## src/rtl/switch_debounce_fsm_pkg.sv

```systemverilog
// Shared definitions for the switch debouncer: state encoding and a
// constant-evaluable ceil(log2) helper for sizing counters.
package switch_debounce_fsm_pkg;

    typedef enum logic [1:0] {
        ZERO  = 2'b00,
        WAIT1 = 2'b01,
        ONE   = 2'b10,
        WAIT0 = 2'b11
    } state_t;

    // Returns the number of bits needed to index 'value' distinct items.
    function automatic int clog2(input int value);
        int result;
        result = 0;
        for (int v = value - 1; v > 0; v = v >> 1) begin
            result++;
        end
        return result;
    endfunction

endpackage

```

## src/rtl/switch_debounce_fsm_sync_2ff.sv

```systemverilog
// Generic 1-bit two-flop synchronizer for bringing an asynchronous input
// into the clk domain; clears to 0 on an active-low asynchronous reset.
module sync_2ff (
    input  logic clk,
    input  logic reset,
    input  logic d,
    output logic q
);

    logic s1;

    always_ff @(posedge clk or negedge reset) begin
        if (!reset) begin
            s1 <= 1'b0;
            q  <= 1'b0;
        end else begin
            s1 <= d;
            q  <= s1;
        end
    end

endmodule

```

## src/rtl/switch_debounce_fsm.sv

```systemverilog
// Switch debouncer: synchronizes a raw switch and only accepts a level change
// after STABLE consecutive stable sample periods of 2^CNT_W cycles each.
module switch_debounce_fsm
    import switch_debounce_fsm_pkg::*;
#(
    parameter int CNT_W  = 19,
    parameter int STABLE = 3
) (
    input  logic clk,
    input  logic reset,
    input  logic sw,
    output logic db_level,
    output logic busy
);

    localparam int STB_W = clog2(STABLE + 1);
    localparam logic [CNT_W-1:0] Q_LAST   = '1;
    localparam logic [STB_W-1:0] STB_LAST = STB_W'(STABLE - 1);

    logic             sw_sync;
    state_t           state;
    logic [CNT_W-1:0] q;
    logic [STB_W-1:0] stb;
    logic             sample_tick;

    sync_2ff u_sync (
        .clk   (clk),
        .reset (reset),
        .d     (sw),
        .q     (sw_sync)
    );

    assign sample_tick = (q == Q_LAST) && ((state == WAIT1) || (state == WAIT0));

    // Outputs are registered together with the state so they are pure Moore
    // decodes with no path from sw.
    always_ff @(posedge clk or negedge reset) begin
        if (!reset) begin
            state    <= ZERO;
            q        <= '0;
            stb      <= '0;
            db_level <= 1'b0;
            busy     <= 1'b0;
        end else begin
            case (state)
                ZERO: begin
                    if (sw_sync) begin
                        state <= WAIT1;
                        q     <= '0;
                        stb   <= '0;
                        busy  <= 1'b1;
                    end
                end
                WAIT1: begin
                    q <= q + CNT_W'(1);
                    // A reversal wins over a coincident sample tick.
                    if (!sw_sync) begin
                        state <= ZERO;
                        q     <= '0;
                        busy  <= 1'b0;
                    end else if (sample_tick) begin
                        if (stb == STB_LAST) begin
                            state    <= ONE;
                            q        <= '0;
                            db_level <= 1'b1;
                            busy     <= 1'b0;
                        end else begin
                            stb <= stb + STB_W'(1);
                        end
                    end
                end
                ONE: begin
                    if (!sw_sync) begin
                        state <= WAIT0;
                        q     <= '0;
                        stb   <= '0;
                        busy  <= 1'b1;
                    end
                end
                WAIT0: begin
                    q <= q + CNT_W'(1);
                    if (sw_sync) begin
                        state <= ONE;
                        q     <= '0;
                        busy  <= 1'b0;
                    end else if (sample_tick) begin
                        if (stb == STB_LAST) begin
                            state    <= ZERO;
                            q        <= '0;
                            db_level <= 1'b0;
                            busy     <= 1'b0;
                        end else begin
                            stb <= stb + STB_W'(1);
                        end
                    end
                end
                default: begin
                    state    <= ZERO;
                    q        <= '0;
                    db_level <= 1'b0;
                    busy     <= 1'b0;
                end
            endcase
        end
    end

endmodule
```

## config.mk

```make
export PLATFORM = sky130hd
export DESIGN_NAME = switch_debounce_fsm
export DESIGN_NICKNAME = d
export VERILOG_FILES = /design/src/rtl/switch_debounce_fsm_pkg.sv /design/src/rtl/switch_debounce_fsm_sync_2ff.sv /design/src/rtl/switch_debounce_fsm.sv
export SDC_FILE = /design/constraint.sdc
export NUM_CORES = 1
export LEC_CHECK = 0
export ABC_AREA = 1
export BUFFER_PORTS_ARGS = -buffer_cell sky130_fd_sc_hd__clkbuf_2
export CORE_MARGIN = 1.5
export CORE_UTILIZATION = 55
export CTS_CLUSTER_SIZE = 30
export DETAILED_ROUTE_END_ITERATION = 10
export GPL_ROUTABILITY_DRIVEN = 1
export MAX_ROUTING_LAYER = met4
export PLACE_DENSITY = 0.8
export SYNTH_ARGS = -nofsm -noshare
export SYNTH_HDL_FRONTEND = slang
export SYNTH_SLANG_ARGS = --single-unit
```

## constraint.sdc

```tcl
create_clock -name clk -period 1.7 [get_ports clk]
set_input_delay 0 -clock clk [delete_from_list [all_inputs] [get_ports clk]]
set_output_delay 0 -clock clk [all_outputs]
set_load 0.05 [all_outputs]
```

==> flow_summary_export.csv, run 1 <==
group,metric,value,unit
run_status,status,"finished clean",
yosys,synth_edf_count,0,
drt,remaining_drc_errors,0,
drt,drt-vias-per-instance,5.51,
drt,firstDrtPassIters,4,
cells_and_area,n_antenna_cell,0,
drt,wl_per_cell,14.5,um
timing,hold_viol,0,
critical_path,crit_chain,"ha_2 > nand2_2 > nor2_4 > nand3_4 > nor2_8 > buf_6 > nand3_2 > nor2_1 > nand2_1 > o21ai_1",
timing,slew_headroom,0.555,
cts,cts_sinks,27,
placement,place.gp.congestion,0.937,
yosys,yosysMostFrequentCell,"nand2_1",
yosys,synthArstFlopShare,1.00,
power_and_ir_drop,total_power,1.20,mW
floorplanning,fp.dieArea,3310,um2
drt,first_iter_violations,72,
floorplanning,core,2780,um2
critical_path,crit_path_start_kind,"register",
cts,cts_made_buffers,3,
floorplanning,die_w,57.6,um
yosys,netlist_instances,203,
cts,tritoncts,"built",
critical_path,cp-end-kind,"register",
drt,final_antenna_net_count,0,
floorplanning,initial_core_util,0.589,
timing,fin_crit_sh,0.979,
critical_path,path_class,"reg2reg",
power_and_ir_drop,leakage,0.894,nW
timing,max_clock_freq,601,MHz
yosys,synth_cell_type_count,29,
critical_path,cp.required,1.97,ns
critical_path,slowest_stage,"dfrtp_1",
cells_and_area,final_nets,233,
critical_path,cpLargestDelayFamily,"simple AND/OR/NAND/NOR gates",
global_routing,grt_first_pass_wirelength,5790,um
yosys,seq_area_frac_synth,0.413,
timing,finalCriticalPeriod,1.66,ns
power_and_ir_drop,p_per_area,636,nW/um2
timing,worst_pin_slew,0.668,ns
yosys,netlist_area,1640,um2
cts,insertion_delay,0.33,ns
critical_path,cp_max_fo,4,
global_routing,grt_usage,0.236,
timing,setup_tns,0,ns
timing,rsz0062_at_grt,"true",
yosys,yosys.area.top_type,"dfrtp_1",
cts,clk_pin_slew_worst_paths,0.15,ns
floorplanning,ios,5,
critical_path,cp.arrival,1.93,ns
yosys,synth_common_cells,"nand2_1, dfrtp_1, inv_1, nor2_1, nand3_1",
yosys,ys.flop_type,"dfrtp_1",
drt,vias,1422,
timing,skew,0.00847,ns
floorplanning,die_y,57.6,um
timing,finalSetupViolCount,0,
cells_and_area,syn_to_final_growth,15.5,%
worst_hold_path,hp-class,"in2async",
job,maxCapViolCount,0,
yosys,ys.warnings.count,0,
critical_path,slowest_delay,0.39,ns
global_routing,grt_max_degree,28,
yosys,synth_top_cell_area_share,0.413,
cts,htree_levels,1,
global_routing,grt_pass1_vias,1306,
cells_and_area,final_cells,258,
placement,place.port_buffers,4,
yosys,avgSynthCellArea,8.07,um2
cells_and_area,fillCellCount,232,
floorplanning,rows,19,
timing,slew_violations,0,
yosys,synth_nets,208,
cells_and_area,drive_gt1_frac,0.238,
placement,dp.final_hpwl,2690,um
cts,clockRootBuffer,"clkbuf_4",
critical_path,critPathBufInv,1,
global_routing,antenna_found_initial,0,
power_and_ir_drop,peakVddDrop,690,uV
yosys,synth-seq-cells,27,
cts,clock_path_buffers,2,
placement,dp.cells,244,
global_routing,grt_overflow,0,
drt,drt-total-wl,3740,um
yosys,synth_area_leaders,"dfrtp_1, nand2_1, inv_1, nor2_1, a21oi_2",
[where the power goes]
| part | total (mW) | switching, mW | internal, mW |
|---|---|---|---|
| sequential | 0.680 | 0.0170 | 0.663 |
| clock | 0.285 | 0.196 | 0.0885 |
| combinational | 0.238 | 0.153 | 0.0850 |
| total | 1.20 | 0.366 | 0.837 |
[cells in the final DEF (no fill, tap or decap), types with 2 or more instances in the layout]
master / count
o22ai_1: 2
dfrtp_1: 27
buf_4: 15
a21oi_1: 2
inv_1: 22
nor2_4: 3
clkbuf_2: 4
clkbuf_4: 3
nand4_1: 8
nand2_1: 52
nand3_1: 12
a31oi_1: 2
nor3_1: 3
nor2_1: 20
o21ai_0: 4
a21oi_2: 9
nand2_2: 5
o21ai_1: 5
dlygate4sd3_1: 2
xor2_1: 8
[state kept, by name, summed over array words and instances (netlist names), named ones only]
name and flops:
busy 1, db_level 1, q 19, state 1, stb 2, u_sync.q 1, u_sync.s1 1
[worst register-to-register path, delay by kind of cell (launching register included)]
family	cells	cell delay, ns
simple gates	7	0.75
flops	1	0.39
fa+ha+maj	1	0.21
compound gates	1	0.13
buf+inv	1	0.12
[timing repair]
item,in CTS,in global routing
buffers inserted,0,8
resized for setup,2,10
hold buffers,2,0
pin swaps,0,5
endpoints found under the hold margin,28,0
endpoints found under the setup margin,6,16
[kinds of logic (layout without fill, tap and decap cells)]
kind of cell,after synthesis,after routing,share of synthesized area
AOI/OAI and AO/OA,26,26,0.106
adders and majority gates,2,2,0.0153
and+or+nand+nor,112,112,0.337
DFF,27,27,0.413
xor gates and xnor gates,10,10,0.0581
buffers and inverters,26,50,0.0710
[metrics by stage]
step	hold WS (ns)	worst slack, ns	instance area [um2]	utilization
floorplan	-0.296	0.129	1640	-
global placement	0.0614	0.0817	1750	0.628
detailed placement	0.0647	-0.0213	1750	0.628
CTS	0.236	0.0183	1810	0.649
global route	0.263	-0.0560	1890	0.680
finish	0.205	0.0354	1890	0.680
[per-layer routing]
| layer | wire length [um] | up-vias | GRT usage |
|---|---|---|---|
| met5 | 0 | - | - |
| li1 | - | 709 | - |
| met1 | 1640 | 673 | 0.304 |
| met2 | 1930 | 35 | 0.380 |
| met3 | 139 | 5 | 0.0567 |
| met4 | 29 | 0 | 0.0532 |
[final timing paths]
path	startpoint	endpoint	slack [ns]	depth (start not counted)
max	q[1]	stb[0]	0.04	10
min	reset	q[4]	0.20	2
max reg2reg	q[1]	stb[0]	0.04	10
min reg2reg	u_sync.s1	u_sync.q	0.37	0
max in group asynchronous	reset	state[0]	1.06	2
min in group clk	u_sync.s1	u_sync.q	0.37	0
[layout make-up]
| class | count | area (um2) | area share |
|---|---|---|---|
| sequential | 27 | 676 | 0.357 |
| multi-input combinational | 150 | 880 | 0.465 |
| tap | 31 | 38.8 | 0.0205 |
| clock inverter | 1 | 5.00 | 0.00265 |
| timing repair buffer | 23 | 184 | 0.0972 |
| inverter | 23 | 86.3 | 0.0456 |
| clock buffer | 3 | 22.5 | 0.0119 |
Note: power is estimated with default switching activity, not from simulation.
==> inputs of run 2 (changes only) <==
Settings changed: PLACE_DENSITY 0.8 to 0.75, SLEW_MARGIN set to 10.
==> run 2 against run 1 <==
- via count is 2.0% lower
- sequential share of layout area stayed put
- critical path depth is 1 lower
- maximum frequency is 0.44% lower
- non-clock buffer count is 2 lower
- clock skew is 0.0056 ns lower
- die area stayed put
- worst hold slack better by 0.015 ns
- clock-buffer cell count stayed put
- core utilization stayed put
- sequential cell count stayed put
- power is 0.49% lower
- critical endpoint is now q[14]
- largest cell class unchanged
==> flow_summary_export.csv, run 2 (synthesis gave the netlist of run 1 again) <==
group,metric,value,unit
run_status,status,"finished clean",
critical_path,crit_chain,"ha_2 > nand2_2 > nor2_4 > nand3_4 > nor2_8 > nand4_4 > nand2_8 > buf_4 > a21oi_2",
global_routing,grt_first_pass_wirelength,5720,um
timing,finalSetupViolCount,0,
job,maxCapViolCount,0,
timing,max_clock_freq,598,MHz
drt,drt-vias-per-instance,5.45,
cells_and_area,biggestRegsByFlops,"q (19), stb (2)",
global_routing,grt_overflow,0,
critical_path,critPathBufInv,1,
cells_and_area,max_flop_register,"q",
floorplanning,die_w,57.6,um
drt,remaining_drc_errors,0,
cts,clock_path_buffers,2,
placement,place.port_buffers,4,
cells_and_area,multi_input_area,895,um2
timing,setup_ws,0.0279,ns
cells_and_area,regArea,676,um2
timing,fin_crit_sh,0.984,
cells_and_area,post-route-util,0.680,
floorplanning,initial_core_util,0.589,
global_routing,grt_pass1_vias,1341,
critical_path,path_class,"reg2reg",
cts,htree_levels,1,
timing,skew,0.00289,ns
cts,cts_sinks,27,
cts,clockRootBuffer,"clkbuf_4",
placement,place.gp.congestion,0.896,
placement,dp.final_hpwl,2520,um
critical_path,cp-end-kind,"register",
cts,cts_made_buffers,3,
floorplanning,ios,5,
cells_and_area,mostFrequentLayoutCells,"nand2_1, dfrtp_1, inv_1",
critical_path,cp.required,1.93,ns
cells_and_area,fillCellCount,233,
critical_path,slowest_stage,"dfrtp_1",
cts,tritoncts,"built",
drt,wl_per_cell,13.4,um
timing,rsz0062_at_grt,"true",
timing,slew_violations,0,
timing,hold_viol,0,
global_routing,grt_max_degree,28,
floorplanning,die_y,57.6,um
critical_path,slowest_delay,0.40,ns
cells_and_area,n_antenna_cell,0,
placement,dp_slack,0.0116,ns
cells_and_area,largest_register_ffs,19,
floorplanning,fp.dieArea,3310,um2
critical_path,cpLargestDelayFamily,"simple AND/OR/NAND/NOR gates",
critical_path,crit_path_start_kind,"register",
drt,first_iter_violations,37,
global_routing,antenna_found_initial,0,
drt,drt-total-wl,3440,um
critical_path,cp.arrival,1.90,ns
power_and_ir_drop,p_per_area,633,nW/um2
floorplanning,core,2780,um2
drt,final_antenna_net_count,0,
cells_and_area,final_nets,231,
placement,dp.cells,242,
cts,clk_pin_slew_worst_paths,0.15,ns
cells_and_area,mostFrequentLayoutCell,"nand2_1",
cells_and_area,final_cells,256,
worst_hold_path,hp-class,"in2async",
global_routing,grt_usage,0.229,
timing,slew_headroom,0.537,
cells_and_area,syn_to_final_growth,15.5,%
power_and_ir_drop,peakVddDrop,532,uV
floorplanning,rows,19,
critical_path,cp_max_fo,11,
timing,worst_pin_slew,0.695,ns
drt,vias,1394,
cells_and_area,drive_gt1_frac,0.240,
power_and_ir_drop,leakage,0.884,nW
drt,firstDrtPassIters,4,
cts,insertion_delay,0.33,ns
timing,finalCriticalPeriod,1.67,ns
## run 2: worst paths after layout
path | startpoint | to | slack [ns] | cells after the start
max | q[1] | q[14] | 0.03 | 9
min | reset | q[10] | 0.22 | 2
max reg2reg | q[1] | q[14] | 0.03 | 9
min reg2reg | u_sync.s1 | u_sync.q | 0.37 | 0
max in group asynchronous | reset | q[0] | 1.04 | 2
min in group clk | sw | u_sync.s1 | 0.33 | 2
## run 2: what timing repair did
item / CTS / global route
buffers inserted: 0 / 8
endpoints found under the setup margin: 9 / 13
hold buffers: 2 / 0
gates resized for setup: 2 / 13
pin swaps: 0 / 8
gates cloned: 0 / 0
endpoints found under the hold margin: 28 / 0
## run 2: layer usage
metal	routed length [um]	GRT usage	part of all wire	up-vias
met5	0	-	0	-
met4	63	0.0930	0.018	0
met3	134	0.0227	0.039	8
met2	1710	0.386	0.50	28
met1	1530	0.281	0.44	656
li1	-	-	-	702
## run 2: where the power goes
group	internal [mW]	switching (mW)	total [mW]
clock network	0.0884	0.194	0.283
logic	0.0849	0.148	0.233
registers	0.663	0.0177	0.681
total	0.836	0.360	1.20
## run 2: stage by stage
| step | power [mW] | area (um2) | setup TNS (ns) | hold slack [ns] |
|---|---|---|---|---|
| after CTS | 1.18 | 1790 | 0 | 0.239 |
| after global placement | 0.891 | 1730 | 0 | 0.0587 |
| final | 1.20 | 1890 | 0 | 0.220 |
| after floorplan | 0.831 | 1640 | 0 | -0.296 |
| after global routing | 1.24 | 1890 | -0.615 | 0.276 |
| after detailed placement | 0.895 | 1730 | 0 | 0.0670 |
## run 2: final cells by class
cell class,instances,share of cell area
Inverter,23,0.0456
Clock inverter,1,0.00265
Tap cell,31,0.0205
Clock buffer,3,0.0119
Sequential cell,27,0.357
Timing Repair Buffer,21,0.0893
Multi-Input combinational cell,150,0.473
